## config.mk

```make
export PLATFORM = sky130hd
export DESIGN_NAME = seq_detect_n
export DESIGN_NICKNAME = d
export VERILOG_FILES = /design/src/rtl/seq_detect_n.sv
export SDC_FILE = /design/constraint.sdc
export NUM_CORES = 1
export LEC_CHECK = 0
export ABC_AREA = 1
export CAP_MARGIN = 20
export CORE_MARGIN = 3
export CORE_UTILIZATION = 40
export DETAILED_ROUTE_END_ITERATION = 10
export PLACE_DENSITY = 0.65
export SETUP_SLACK_MARGIN = 0.5
export SLEW_MARGIN = 20
export SYNTH_ARGS = -nofsm -noshare
export SYNTH_HDL_FRONTEND = slang
export SYNTH_SLANG_ARGS = --single-unit
```

## constraint.sdc

```tcl
create_clock -name clk -period 2.2 [get_ports clk]
set_input_delay 0.33 -clock clk [delete_from_list [all_inputs] [get_ports clk]]
set_output_delay 0.33 -clock clk [all_outputs]
set_load 0.05 [all_outputs]
```

## src/rtl/seq_detect_n.sv

```systemverilog
// Serial pattern detector: programmable pattern/length, one-cycle match pulse, saturating count.
// Define SEQ_DETECT_OVERLAP_EN for overlapping detection; the default build restarts the window after a match.
module seq_detect_n #(
    parameter int N     = 8,
    parameter int CNT_W = 8
) (
    input  logic                     clk,
    input  logic                     r,
    input  logic                     I,
    input  logic                     valid,
    input  logic                     load,
    input  logic [N-1:0]             pattern,
    input  logic [$clog2(N+1)-1:0]   len,
    output logic                     activate,
    output logic [CNT_W-1:0]         count,
    output logic [$clog2(N+1)-1:0]   fill
);
    localparam int LW = $clog2(N+1);

    logic [N-1:0]     pat_q, pat_d;
    logic [LW-1:0]    len_q, len_d;
    logic [N-1:0]     hist_q, hist_d;
    logic [LW-1:0]    fill_q, fill_d;
    logic [CNT_W-1:0] count_q, count_d;
    logic             activate_q, activate_d;

    logic [N-1:0]     hist_sh;
    logic [N-1:0]     mask;
    logic [LW-1:0]    fill_inc;
    logic             len_ok;
    logic             match;

    always_comb begin
        pat_d      = pat_q;
        len_d      = len_q;
        hist_d     = hist_q;
        fill_d     = fill_q;
        count_d    = count_q;
        activate_d = 1'b0;

        hist_sh = {hist_q[N-2:0], I};
        len_ok  = (len_q != '0) && ({1'b0, len_q} <= (LW+1)'(N));
        for (int i = 0; i < N; i++) begin
            mask[i] = (LW'(i) < len_q);
        end
        // An unusable length keeps fill pinned at zero so the detector stays disarmed
        if (!len_ok)
            fill_inc = '0;
        else if (fill_q >= len_q)
            fill_inc = len_q;
        else
            fill_inc = fill_q + LW'(1);
        match = len_ok && (fill_inc == len_q) && (((hist_sh ^ pat_q) & mask) == '0);

        if (load) begin
            pat_d   = pattern;
            len_d   = len;
            hist_d  = '0;
            fill_d  = '0;
            count_d = '0;
        end else if (valid) begin
            hist_d = hist_sh;
            fill_d = fill_inc;
            if (match) begin
                activate_d = 1'b1;
                if (!(&count_q))
                    count_d = count_q + CNT_W'(1);
`ifndef SEQ_DETECT_OVERLAP_EN
                fill_d = '0;
`endif
            end
        end
    end

    always_ff @(posedge clk or negedge r) begin
        if (!r) begin
            pat_q      <= '0;
            len_q      <= '0;
            hist_q     <= '0;
            fill_q     <= '0;
            count_q    <= '0;
            activate_q <= 1'b0;
        end else begin
            pat_q      <= pat_d;
            len_q      <= len_d;
            hist_q     <= hist_d;
            fill_q     <= fill_d;
            count_q    <= count_d;
            activate_q <= activate_d;
        end
    end

    assign activate = activate_q;
    assign count    = count_q;
    assign fill     = fill_q;

endmodule
```

==> impl_metrics.tcl, run 1 <==
set metrics [dict create \
    ctsRootBufferMaster "clkbuf_8" \
    drc 0 \
    clk_latency_ns 0.28 \
    die_h_um 75.34 \
    yosys_warnings 0 \
    p_leak_nw 1.421 \
    io_pins 30 \
    tns_ns 0 \
    area_growth_pct 43.07 \
    synth_area_leader_cell "dfrtp_1" \
    initial_core_util_pct 42.69 \
    grt_pass1_wl_um 8418 \
    diodes 0 \
    gr-total-overflow 0 \
    dp.cells 356 \
    power_density_nw_per_um2 713.9 \
    drv_cap 0 \
    grt_pass1_vias 1875 \
    synthTopCellsByArea "dfrtp_1, nand2_1, inv_1" \
    hold_ws_ns 0.4413 \
    wire_per_inst_um 13.16 \
    status "complete, no violations" \
    syn_inst 270 \
    worst_ep_arrival_time_ns 2.26 \
    r2r_end "count[3]$_DFFE_PN0P_" \
    cp-end-kind "flip-flop" \
    reg2reg_depth 13 \
    ant_nets 0 \
    dieWidth_um 75.34 \
    placementRows 24 \
    cp-start-kind "flip-flop" \
    crit_fanout 8 \
    slew_violations 0 \
    critPathSlowestCell "dfrtp_1" \
    cts_tree "built" \
    synth_common_cells "nand2_1, inv_1, dfrtp_1" \
    syn-cell-area_um2 1923 \
    vias 1940 \
    tightest_slew_ns 0.4956 \
    finalHoldViolCount 0 \
    htree_levels 2 \
    ys.flop_type "dfrtp_1" \
    core_area_um2 4504 \
    drive_above_1_share_pct 23.21 \
    viasPerCell 5.000 \
    first_iter_violations 97 \
    syn_nets 293 \
    post-place-ws_ns 0.06871 \
    yosys.cell_types.count 24 \
    filler_cell_count 419 \
    fmax_mhz 481.2 \
    fin_crit_sh_pct 94.47 \
    cts.sinks 32 \
    rr_startpoint "len_q[3]$_DFFE_PN0P_" \
    die_area_um2 5675 \
    vdd_drop_max_mv 0.5312 \
    setup_slack_ns 0.1217 \
    crit_required_ns 2.38 \
    ys_seq_area_share_pct 41.64 \
    grt_usage_pct 19.72 \
    cts_max_path_buffers 2 \
    dp.final_hpwl_um 3457 \
    gp_congestion 0.8982 \
    rsz0062_at_grt "true" \
    criticalPathCategory "flip-flop to flip-flop" \
    slew_headroom_pct 67.09 \
    postPlaceCellArea_um2 2395 \
    port_buffers 29 \
    fin_skew_ns 0.003755 \
    ys_ff_latch 32 \
    antenna_found_initial 0 \
    r2r_slack_ns 0.12 \
    clk_pin_slew_ns 0.07 \
    postRouteWirelength_um 5108 \
    seq_area_um2 805.8 \
    fin_cells 388 \
    fin_nets 358 \
    yosysMostFrequentCell "nand2_1" \
    min_path_type "primary input to async pin" \
    synth_edf_count 0 \
    syn_area_per_cell_um2 7.123 \
    cpMostUsedCell "nand4_1" \
    crit_chain "inv_2, ha_4, nand4_1, nand4_1, buf_4, nand4_1, nand2_1, nor2_2, nand2_4, nand2_8, nand2_8, nand2_2, nand2_2" \
    drtPass1Iterations 4 \
    cts_buffers 5 \
    grt_max_degree 33 \
    cpPeakStageDelay_ns 0.40 \
    multi_input_area_um2 1086 \
    synth_top_area_share_pct 41.64 \
    fin_crit_ns 2.078 \
    stdcell_area_um2 2751 \
    synthArstFlopShare_pct 100.0 \
    finalSetupViolCount 0 \
]
[metal layers]
metal  GRT usage (%)  part of all wire (%)  vias up
met5               0                     0        -
met4           6.214                   1.5        0
met3           3.562                   5.2        7
met2           32.98                    47       63
met1           25.98                    46      874
li1                -                     -      996
[cells in the final DEF (no fill, tap or decap), drive strengths merged, types with 13 or more instances in the layout]
cell type      Yosys  layout
nand2             99     100
inv               41      41
buf                1      32
dfrtp             32      32
nand3             21      21
nor2              21      21
clkdlybuf4s50      0      16
o21ai             14      14
nand4             13      13
dlygate4sd2        0      13
[logic make-up (layout without fill, tap and decap cells)]
| family | Yosys count | after routing | synth area share (%) |
|---|---|---|---|
| AOI/OAI and AO/OA | 30 | 30 | 8.654 |
| buffers and inverters | 45 | 110 | 8.848 |
| DFF | 32 | 32 | 41.64 |
| and+or+nand+nor | 155 | 156 | 36.04 |
| xor gates and xnor gates | 2 | 2 | 0.9110 |
| adders and majority gates | 6 | 6 | 3.904 |
[sequential cells by signal (all words and copies together), names as in the netlist]
| signal | flops |
|---|---|
| pat_q | 8 |
| hist_q | 7 |
| count | 8 |
| len_q | 4 |
| fill | 4 |
| activate | 1 |
[power by group]
group          switching [mW]  leakage, nW  internal [mW]  total [mW]
Sequential             0.0374        0.414          0.631       0.669
Combinational           0.387        0.942          0.283       0.670
Clock                   0.226       0.0645          0.400       0.626
Total                   0.651         1.42           1.31        1.96
[metrics by stage]
stage	total power [mW]	utilization [%]
floorplan	1.042	-
global placement	1.209	53.17
detailed placement	1.215	53.17
CTS	1.939	59.94
global route	2.075	61.08
finish	1.964	61.08
[how the worst max path moves through the flow]
stage                          from              endpoint  slack (ns)  cells past startpoint
6_report       len_q[3]$_DFFE_PN0P_  count[3]$_DFFE_PN0P_        0.12                     13
3_3_place_gp   len_q[3]$_DFFE_PN0P_  count[0]$_DFFE_PN0P_        0.11                     16
5_1_grt        len_q[3]$_DFFE_PN0P_  count[7]$_DFFE_PN0P_       -0.04                     13
3_5_place_dp   len_q[3]$_DFFE_PN0P_  count[0]$_DFFE_PN0P_        0.07                     16
2_1_floorplan   fill[0]$_DFFE_PN0P_  count[5]$_DFFE_PN0P_        0.20                     13
4_1_cts         fill[3]$_DFFE_PN0P_  count[0]$_DFFE_PN0P_        0.20                     12
[area by class of cell]
| class | count | area share [%] |
|---|---|---|
| Tap cell | 52 | 2.365 |
| Multi-Input combinational cell | 194 | 39.47 |
| Timing Repair Buffer | 61 | 18.69 |
| Clock buffer | 7 | 3.502 |
| Inverter | 41 | 5.593 |
| Sequential cell | 32 | 29.29 |
| Clock inverter | 1 | 1.091 |
[critical path: cells and delay by family, from the launching register on]
| kind | cells | cell delay (ns) |
|---|---|---|
| AND/OR/NAND/NOR | 10 | 1.09 |
| adder cells (fa/ha/maj) | 1 | 0.21 |
| flip-flops | 1 | 0.40 |
| buffers and inverters | 2 | 0.26 |
[what timing repair did]
action	in CTS	in global routing
buffers inserted	19	4
gates resized for setup	22	8
endpoints found under the setup margin	26	14
cloned	1	0
hold buffers	0	0
pin swaps	4	15
No activity file was read; power rests on OpenSTA's default activity.
==> inputs of run 2 (changes only) <==
--- a/config.mk
+++ b/config.mk
@@ -12,7 +12,6 @@
 export DETAILED_ROUTE_END_ITERATION = 10
 export PLACE_DENSITY = 0.65
 export SETUP_SLACK_MARGIN = 0.5
-export SLEW_MARGIN = 20
 export SYNTH_ARGS = -nofsm -noshare
 export SYNTH_HDL_FRONTEND = slang
 export SYNTH_SLANG_ARGS = --single-unit
==> results of run 2 <==
Final layout, timing and power as in run 1 (identical DEF).
==> inputs of run 3 (changes only) <==
--- a/config.mk
+++ b/config.mk
@@ -6,7 +6,7 @@
 export NUM_CORES = 1
 export LEC_CHECK = 0
 export ABC_AREA = 1
-export CAP_MARGIN = 20
+export CAP_MARGIN = 25
 export CORE_MARGIN = 3
 export CORE_UTILIZATION = 40
 export DETAILED_ROUTE_END_ITERATION = 10
==> results of run 3 <==
Final layout, timing and power as in run 1 (identical DEF).
